## src/rtl/fw_wishbone_sram_initiator_if.sv

```systemverilog
// Command/response and Wishbone bus bundle for fw_wishbone_sram_initiator.
// master: the initiator side. slave: the command source / bus target side.
interface fw_wishbone_sram_initiator_if #(
   parameter int ADR_WIDTH = 32,
   parameter int DAT_WIDTH = 32
);
   localparam int SEL_WIDTH = DAT_WIDTH / 8;

   // command channel
   logic                 req_valid;
   logic                 req_ready;
   logic [ADR_WIDTH-1:0] req_adr;
   logic                 req_we;
   logic [DAT_WIDTH-1:0] req_dat;
   logic [SEL_WIDTH-1:0] req_sel;

   // response channel
   logic                 rsp_valid;
   logic                 rsp_ready;
   logic [DAT_WIDTH-1:0] rsp_dat;
   logic                 rsp_err;

   // Wishbone classic bus
   logic [ADR_WIDTH-1:0] wb_adr;
   logic [DAT_WIDTH-1:0] wb_dat_w;
   logic [DAT_WIDTH-1:0] wb_dat_r;
   logic                 wb_cyc;
   logic                 wb_stb;
   logic                 wb_we;
   logic [SEL_WIDTH-1:0] wb_sel;
   logic                 wb_ack;
   logic                 wb_err;

   modport master (
      input  req_valid, req_adr, req_we, req_dat, req_sel,
      input  rsp_ready,
      input  wb_dat_r, wb_ack, wb_err,
      output req_ready,
      output rsp_valid, rsp_dat, rsp_err,
      output wb_adr, wb_dat_w, wb_cyc, wb_stb, wb_we, wb_sel
   );

   modport slave (
      output req_valid, req_adr, req_we, req_dat, req_sel,
      output rsp_ready,
      output wb_dat_r, wb_ack, wb_err,
      input  req_ready,
      input  rsp_valid, rsp_dat, rsp_err,
      input  wb_adr, wb_dat_w, wb_cyc, wb_stb, wb_we, wb_sel
   );
endinterface

```

## src/rtl/fw_wishbone_sram_initiator.sv

```systemverilog
// Single-outstanding Wishbone classic-cycle initiator.
// One accepted command becomes one Wishbone cycle; the result (read data or
// error) is returned on the response channel. All outputs are registered.
// Optional feature: define FW_WB_INITIATOR_TIMEOUT_EN to terminate a cycle
// with an error after TIMEOUT_CYCLES clocks without ack/err.
module fw_wishbone_sram_initiator #(
   parameter int ADR_WIDTH      = 32,
   parameter int DAT_WIDTH      = 32,
   parameter int TIMEOUT_CYCLES = 255
) (
   input logic                          clock,
   input logic                          reset_n,
   fw_wishbone_sram_initiator_if.master bus
);
   localparam int SEL_WIDTH = DAT_WIDTH / 8;

   typedef enum logic [1:0] {IDLE = 2'd0, CYCLE = 2'd1, RESP = 2'd2} state_t;

   state_t               state_q, state_d;
   logic                 req_ready_q, req_ready_d;
   logic                 rsp_valid_q, rsp_valid_d;
   logic [DAT_WIDTH-1:0] rsp_dat_q, rsp_dat_d;
   logic                 rsp_err_q, rsp_err_d;
   logic                 cyc_q, cyc_d;        // drives both cyc and stb
   logic                 wb_we_q, wb_we_d;
   logic [ADR_WIDTH-1:0] wb_adr_q, wb_adr_d;
   logic [DAT_WIDTH-1:0] wb_dat_w_q, wb_dat_w_d;
   logic [SEL_WIDTH-1:0] wb_sel_q, wb_sel_d;
   logic                 tmo_hit;             // terminal count reached this clock

`ifdef FW_WB_INITIATOR_TIMEOUT_EN
   localparam int CNT_RAW = $clog2(TIMEOUT_CYCLES + 1);
   localparam int CNT_W   = (CNT_RAW < 8) ? 8 : ((CNT_RAW > 32) ? 32 : CNT_RAW);

   logic [CNT_W-1:0] tmo_cnt_q, tmo_cnt_d, tmo_cnt_inc;

   assign tmo_cnt_inc = tmo_cnt_q + CNT_W'(1);
   assign tmo_hit     = (state_q == CYCLE) && (tmo_cnt_inc == CNT_W'(TIMEOUT_CYCLES));

   // Counter sits at zero outside a cycle and counts every clock spent waiting.
   always_comb begin
      tmo_cnt_d = '0;
      if (state_q == CYCLE) tmo_cnt_d = tmo_cnt_inc;
   end

   // Timeout counter register.
   always_ff @(posedge clock or negedge reset_n) begin
      if (!reset_n) tmo_cnt_q <= '0;
      else          tmo_cnt_q <= tmo_cnt_d;
   end
`else
   assign tmo_hit = 1'b0;
`endif

   // Next-state and next-output logic; err beats ack, ack beats timeout.
   always_comb begin
      state_d     = state_q;
      req_ready_d = req_ready_q;
      rsp_valid_d = rsp_valid_q;
      rsp_dat_d   = rsp_dat_q;
      rsp_err_d   = rsp_err_q;
      cyc_d       = cyc_q;
      wb_we_d     = wb_we_q;
      wb_adr_d    = wb_adr_q;
      wb_dat_w_d  = wb_dat_w_q;
      wb_sel_d    = wb_sel_q;
      case (state_q)
         IDLE: begin
            req_ready_d = 1'b1;
            if (bus.req_valid && req_ready_q) begin
               wb_adr_d    = bus.req_adr;
               wb_we_d     = bus.req_we;
               wb_dat_w_d  = bus.req_we ? bus.req_dat : '0;
               wb_sel_d    = bus.req_sel;
               cyc_d       = 1'b1;
               req_ready_d = 1'b0;
               state_d     = CYCLE;
            end
         end
         CYCLE: begin
            if (bus.wb_err || (!bus.wb_ack && tmo_hit)) begin
               cyc_d       = 1'b0;
               rsp_err_d   = 1'b1;
               rsp_dat_d   = '0;
               rsp_valid_d = 1'b1;
               state_d     = RESP;
            end else if (bus.wb_ack) begin
               cyc_d       = 1'b0;
               rsp_err_d   = 1'b0;
               rsp_dat_d   = wb_we_q ? '0 : bus.wb_dat_r;
               rsp_valid_d = 1'b1;
               state_d     = RESP;
            end
         end
         RESP: begin
            // ready comes back only one clock after the handshake
            if (bus.rsp_ready) begin
               rsp_valid_d = 1'b0;
               req_ready_d = 1'b1;
               state_d     = IDLE;
            end
         end
         default: state_d = IDLE;
      endcase
   end

   // State and registered outputs; reset drops cyc/stb and any pending response.
   always_ff @(posedge clock or negedge reset_n) begin
      if (!reset_n) begin
         state_q     <= IDLE;
         req_ready_q <= 1'b0;
         rsp_valid_q <= 1'b0;
         rsp_dat_q   <= '0;
         rsp_err_q   <= 1'b0;
         cyc_q       <= 1'b0;
         wb_we_q     <= 1'b0;
         wb_adr_q    <= '0;
         wb_dat_w_q  <= '0;
         wb_sel_q    <= '0;
      end else begin
         state_q     <= state_d;
         req_ready_q <= req_ready_d;
         rsp_valid_q <= rsp_valid_d;
         rsp_dat_q   <= rsp_dat_d;
         rsp_err_q   <= rsp_err_d;
         cyc_q       <= cyc_d;
         wb_we_q     <= wb_we_d;
         wb_adr_q    <= wb_adr_d;
         wb_dat_w_q  <= wb_dat_w_d;
         wb_sel_q    <= wb_sel_d;
      end
   end

   assign bus.req_ready = req_ready_q;
   assign bus.rsp_valid = rsp_valid_q;
   assign bus.rsp_dat   = rsp_dat_q;
   assign bus.rsp_err   = rsp_err_q;
   assign bus.wb_cyc    = cyc_q;
   assign bus.wb_stb    = cyc_q;
   assign bus.wb_we     = wb_we_q;
   assign bus.wb_adr    = wb_adr_q;
   assign bus.wb_dat_w  = wb_dat_w_q;
   assign bus.wb_sel    = wb_sel_q;
endmodule

```

## src/flat_wrapper.sv

```systemverilog
// flat-port wrapper written by rule: the top's interface ports become plain ports
module fw_wishbone_sram_initiator_flat 
#(
   parameter int ADR_WIDTH      = 32,
   parameter int DAT_WIDTH      = 32,
   parameter int TIMEOUT_CYCLES = 255
)
  (clock, reset_n, bus_req_valid, bus_req_adr, bus_req_we, bus_req_dat, bus_req_sel, bus_rsp_ready, bus_wb_dat_r, bus_wb_ack, bus_wb_err, bus_req_ready, bus_rsp_valid, bus_rsp_dat, bus_rsp_err, bus_wb_adr, bus_wb_dat_w, bus_wb_cyc, bus_wb_stb, bus_wb_we, bus_wb_sel);
  fw_wishbone_sram_initiator_if #(.ADR_WIDTH(ADR_WIDTH), .DAT_WIDTH(DAT_WIDTH)) bus_i ();
  input logic clock;
  input logic reset_n;
  input wire logic [$bits(bus_i.req_valid)-1:0] bus_req_valid;
  input wire logic [$bits(bus_i.req_adr)-1:0] bus_req_adr;
  input wire logic [$bits(bus_i.req_we)-1:0] bus_req_we;
  input wire logic [$bits(bus_i.req_dat)-1:0] bus_req_dat;
  input wire logic [$bits(bus_i.req_sel)-1:0] bus_req_sel;
  input wire logic [$bits(bus_i.rsp_ready)-1:0] bus_rsp_ready;
  input wire logic [$bits(bus_i.wb_dat_r)-1:0] bus_wb_dat_r;
  input wire logic [$bits(bus_i.wb_ack)-1:0] bus_wb_ack;
  input wire logic [$bits(bus_i.wb_err)-1:0] bus_wb_err;
  output wire logic [$bits(bus_i.req_ready)-1:0] bus_req_ready;
  output wire logic [$bits(bus_i.rsp_valid)-1:0] bus_rsp_valid;
  output wire logic [$bits(bus_i.rsp_dat)-1:0] bus_rsp_dat;
  output wire logic [$bits(bus_i.rsp_err)-1:0] bus_rsp_err;
  output wire logic [$bits(bus_i.wb_adr)-1:0] bus_wb_adr;
  output wire logic [$bits(bus_i.wb_dat_w)-1:0] bus_wb_dat_w;
  output wire logic [$bits(bus_i.wb_cyc)-1:0] bus_wb_cyc;
  output wire logic [$bits(bus_i.wb_stb)-1:0] bus_wb_stb;
  output wire logic [$bits(bus_i.wb_we)-1:0] bus_wb_we;
  output wire logic [$bits(bus_i.wb_sel)-1:0] bus_wb_sel;
  assign bus_i.req_valid = bus_req_valid;
  assign bus_i.req_adr = bus_req_adr;
  assign bus_i.req_we = bus_req_we;
  assign bus_i.req_dat = bus_req_dat;
  assign bus_i.req_sel = bus_req_sel;
  assign bus_i.rsp_ready = bus_rsp_ready;
  assign bus_i.wb_dat_r = bus_wb_dat_r;
  assign bus_i.wb_ack = bus_wb_ack;
  assign bus_i.wb_err = bus_wb_err;
  assign bus_req_ready = bus_i.req_ready;
  assign bus_rsp_valid = bus_i.rsp_valid;
  assign bus_rsp_dat = bus_i.rsp_dat;
  assign bus_rsp_err = bus_i.rsp_err;
  assign bus_wb_adr = bus_i.wb_adr;
  assign bus_wb_dat_w = bus_i.wb_dat_w;
  assign bus_wb_cyc = bus_i.wb_cyc;
  assign bus_wb_stb = bus_i.wb_stb;
  assign bus_wb_we = bus_i.wb_we;
  assign bus_wb_sel = bus_i.wb_sel;
  fw_wishbone_sram_initiator #(.ADR_WIDTH(ADR_WIDTH), .DAT_WIDTH(DAT_WIDTH), .TIMEOUT_CYCLES(TIMEOUT_CYCLES)) u_core (.clock(clock), .reset_n(reset_n), .bus(bus_i));
endmodule
```

## config.mk

```make
export PLATFORM = sky130hd
export DESIGN_NAME = fw_wishbone_sram_initiator_flat
export DESIGN_NICKNAME = d
export VERILOG_FILES = /design/src/rtl/fw_wishbone_sram_initiator_if.sv /design/src/rtl/fw_wishbone_sram_initiator.sv /design/src/flat_wrapper.sv
export SDC_FILE = /design/constraint.sdc
export NUM_CORES = 1
export LEC_CHECK = 0
export CAP_MARGIN = 20
export CORE_MARGIN = 1
export CORE_UTILIZATION = 28
export CTS_BUF_LIST = sky130_fd_sc_hd__clkbuf_4
export DETAILED_ROUTE_END_ITERATION = 8
export GPL_TIMING_DRIVEN = 0
export PLACE_DENSITY_LB_ADDON = 0.2
export SLEW_MARGIN = 15
export SYNTH_ARGS = -nofsm -noshare
export SYNTH_HDL_FRONTEND = slang
export SYNTH_SLANG_ARGS = --single-unit
```

## constraint.sdc

```tcl
create_clock -name clock -period 2.8 [get_ports clock]
set_clock_uncertainty 0.1 [all_clocks]
set_input_delay 0.42 -clock clock [delete_from_list [all_inputs] [get_ports clock]]
set_output_delay 0.42 -clock clock [all_outputs]
set_load 0.02 [all_outputs]
```

; Word-level counts from Yosys, hierarchy flattened
; Index checks and enable logic that the tools add are counted.
[word_totals]
register_bits = 107
inputBits = 107
output_inout_bits = 106
elab_cells = 48
[op_classes]
n_eq_ne = 5
n_mux = 21
n_reduce_logical = 12
[ops]
columns = op, count
row1 = $mux W32, 4
row2 = $mux W1, 9
row3 = $reduce_and A3 Y1, 3
row4 = $mux W2, 4
row5 = $reduce_bool A2 Y1, 4
row6 = $pmux W1 S2, 3
row7 = $pmux W2 S3, 1
row8 = $reduce_and A2 Y1, 3
row9 = $ne A3 B3 Y1 const B, 1
row10 = $eq A2 B1 Y1 const B, 1
row11 = $eq A2 B2 Y1 const B, 1
row12 = $logic_not A2 Y1, 1
row13 = $ne A2 B1 Y1 const B, 1
row14 = $ne A2 B2 Y1 const B, 1
row15 = $logic_and A1 B1 Y1, 1

; Depth between registers and ports, before layout
[depth]
depth_word = 3
ltp_mapped = 6
mapped_depth_nobuf = 3

; Worst setup path before layout
; OpenSTA, ideal clock, no wires.
[synth_path]
path_type = register -> register
from = register u_core.req_ready_q, in the netlist u_core.bus.req_ready
to = register u_core.wb_adr_q[18], in the netlist u_core.bus.wb_adr[18]
setup_ps = 125
arrival_time_ps = 1281
required_ps = 2575
setup_slack_ps = 1294
path_stages_with_launch = 6
path_buffers = 3
synth_period_minus_slack_ps = 1506
cell_sequence = dfrtp_1 > nand4bb_1 > buf_2 > buf_6 > buf_6 > mux2_4
[synth_via]
elab_chain_cells = 2
[synth_lines]
columns = item, line
row1 = from (decl), fw_wishbone_sram_initiator.sv:20  ; logic req_ready_q, req_ready_d;
row2 = from (signal assigned), fw_wishbone_sram_initiator.sv:122  ; req_ready_q <= req_ready_d;
row3 = $logic_and A1 B1 Y1, fw_wishbone_sram_initiator.sv:70  ; if (bus.req_valid && req_ready_q) begin
row4 = $reduce_and A2 Y1 (no source line), -
row5 = to (signal assigned), fw_wishbone_sram_initiator.sv:128  ; wb_adr_q <= wb_adr_d;
row6 = to (decl), fw_wishbone_sram_initiator.sv:26  ; logic [ADR_WIDTH-1:0] wb_adr_q, wb_adr_d;
; No other way between the ends.
; A chain may end at the register's enable or synchronous reset.

; Final worst setup path
[layout_path]
from = register u_core.cyc_q, in the netlist u_core.bus.wb_cyc
to = output port bus_wb_stb
[layout_lines]
columns = item, line
row1 = from (decl), fw_wishbone_sram_initiator.sv:24  ; logic cyc_q, cyc_d;
row2 = from (signal assigned), fw_wishbone_sram_initiator.sv:126  ; cyc_q <= cyc_d;
row3 = to (decl), flat_wrapper.sv:28  ; output wire logic [$bits(bus_i.wb_stb)-1:0] bus_wb_stb;
; No word-level cell between the ends.

==> metrics.txt <==
# Max-Cap Violations 0; Clock power frac 9.2%; leak pwr 0.00294 uW; fmax 475 MHz; First DRT Iteration DRCs 98; Die Span Y 127 um; Startpoint Class register; final setup vio count 0; share of the synthesized area in the top cell type 61.5%; fin nets 707; H-tree lvl count 3; initial antenna violation count 0; Root Driver clkbuf_4; Syn Inst Count 376; Worst Setup Slack, final 0.697 ns; Longest Clk Path Bufs 2; Yosys cell types 21; Power Internal 4480 uW; period utilization 75.1%; grt ovf 0; worst endpoint data arrival time 1.58 ns; area grow syn2layout 57.1%; clk_lat worst skew 0.46 ns; share of post-route cells with drive strength above 1 11.4%; Core ar. 0.0152 mm2; minimum hold slack 0.209 ns; Slew Limit Fails 0; Final Wtd Congestion 0.689; status finished, final reports clean; non-filler cells, final 792; Hold WC Path Type input pin to register; placement row count 45; crit end category output port; DRC errors left 0; critical path peak fanout 3; Detailed Route WL 11200 um; sequential-to-total area share from yosys stat 61.5%; Mean Syn Cell Area 11.6 um2; RSZ-0062 raised after global routing false; first-pass GRT wire length 18200 um; Die Wd 127 um; Seq cells post-synth 107; Mapped Area 0.00436 mm2; largest net degree at the start of global routing 62; DR WL/cell 14.2 um; CP required 2.28 ns; Setup Crit Path Kind register to output port; Final min period 2.10 ns; clk sinks 107; via count 3382; NetSw 2840 uW; most frequent cells in the layout 210 x clkdlybuf4s50_1, 107 x dfrtp_1, 97 x nand2_1, 35 x inv_1, 33 x o21ai_0; Hold Violations, Final 0; Final Power 7320 uW; antenna-violating nets left 0; vias in the first global route 3531; Post-CTS Setup Bufs 0; # IOs 213; slew margin rel. 69.3%; Gate power share 54.6%; PD cells 1070 mW/mm2; Slew @ Worst Pin 0.460 ns; Switching Share 38.7%; vias per inst 4.27; full die area 0.0161 mm2; most common cell after layout, fill and taps aside clkdlybuf4s50_1; clock buffer count from CTS 9; Yosys top cell by area dfrtp_1; first-pass iteration count of the detailed router 4; Post-CTS Hold Buffers 1; post_cts resized 0; detailed placer's ending HPWL 8350 um; Ys Warns 0; worst vdd ir 520 uV; dpl ws 0.618 ns; Initial Utilization 28.7%; GRT Total Usage 14.6%; syn nets 483; number of port buffers 211; Flop pwr share 36.2%; dpl cells 776; top post-synthesis cells by area dfrtp_1 61%, nand2_1 8.4%, mux2i_1 7.4%; Clock transition at path regs 0.16 ns; CTS tree built; Inserted Diodes 0
==> state kept, by name, summed over array words and instances, names as in the netlist <==
| signal | flops |
|---|---|
| u_core.bus.rsp_dat | 32 |
| u_core.bus.req_ready | 1 |
| u_core.bus.wb_adr | 32 |
| u_core.bus.wb_we | 1 |
| u_core.bus.wb_cyc | 1 |
| u_core.bus.wb_sel | 4 |
| u_core.bus.rsp_err | 1 |
| u_core.state_q | 2 |
| u_core.bus.wb_dat_w | 32 |
| u_core.bus.rsp_valid | 1 |
==> worst paths after layout <==
check	cells after the start	to	slack, ns	start
max in group asynchronous	3	u_core.bus.wb_adr[31]	1.59	reset_n
max reg2reg	5	u_core.bus.wb_adr[24]	1.10	u_core.state_q[1]
max	2	bus_wb_stb	0.70	u_core.bus.wb_cyc
min in group asynchronous	2	u_core.bus.rsp_dat[28]	0.34	reset_n
min	3	u_core.bus.wb_dat_w[9]	0.21	bus_req_we
min reg2reg	2	u_core.bus.wb_dat_w[28]	0.40	u_core.bus.wb_dat_w[28]
==> critical path, cell delays in order (launching register included) <==
cell and delay [ns]:
dfrtp_1 0.42, buf_4 0.12, clkdlybuf4s50_1 0.59
==> power by group through the flow <==
stage               clock, uW  sequential (uW)  combinational [uW]
floorplan                   0             3530                1230
global placement            0             2660                4010
detailed placement          0             2680                4050
CTS                       719             2660                4060
global route              789             2760                4290
finish                    672             2650                3990
==> stage by stage <==
| stage | TNS, ns | instance area [um2] | utilization, % |
|---|---|---|---|
| after global routing | 0 | 6840 | 45.0 |
| after detailed placement | 0 | 6730 | 44.3 |
| after floorplan | 0 | 4360 | - |
| final | 0 | 6840 | 45.0 |
| after global placement | -318.14 | 6700 | 44.1 |
| after CTS | 0 | 6840 | 45.0 |
==> synthesized netlist by cell type <==
| master | number |
|---|---|
| buf_4 | 2 |
| o21ai_0 | 33 |
| a21oi_1 | 1 |
| mux2_4 | 13 |
| inv_1 | 35 |
| nor2_1 | 1 |
| nand2_1 | 97 |
| dfrtp_1 | 107 |
| nor2b_1 | 1 |
| mux2i_1 | 32 |
| a21o_1 | 1 |
| nand4bb_1 | 1 |
| o41ai_1 | 1 |
| nand3_1 | 1 |
| buf_2 | 7 |
| clkbuf_1 | 9 |
| buf_6 | 6 |
| a22o_1 | 1 |
| mux2_2 | 24 |
| o21a_1 | 2 |
| a31o_2 | 1 |
==> metal layers <==
layer,wire length [um],track usage [%]
met1,5070,19.1
met3,960,5.06
met4,208,6.51
met5,0,0
met2,4970,21.8
==> cell families (layout without fill, tap and decap cells) <==
| kind of cell | after synthesis | in the layout | synth area share [%] |
|---|---|---|---|
| DFF | 107 | 107 | 61.5 |
| muxes | 69 | 69 | 18.0 |
| AOI/OAI and AO/OA | 40 | 40 | 5.03 |
| buffers and inverters | 59 | 287 | 6.49 |
| and+or+nand+nor | 101 | 101 | 8.96 |
==> cell type report <==
type,count,area [um2]
clock buffers,9,67.6
fillers,1423,8360
flip-flops and latches,107,2680
clock inverters,6,33.8
inverters,35,131
repair buffers,213,2150
multi-input cells,210,1400
well taps,188,235
plain buffers,24,151
Note: power is estimated with default switching activity, not from simulation.
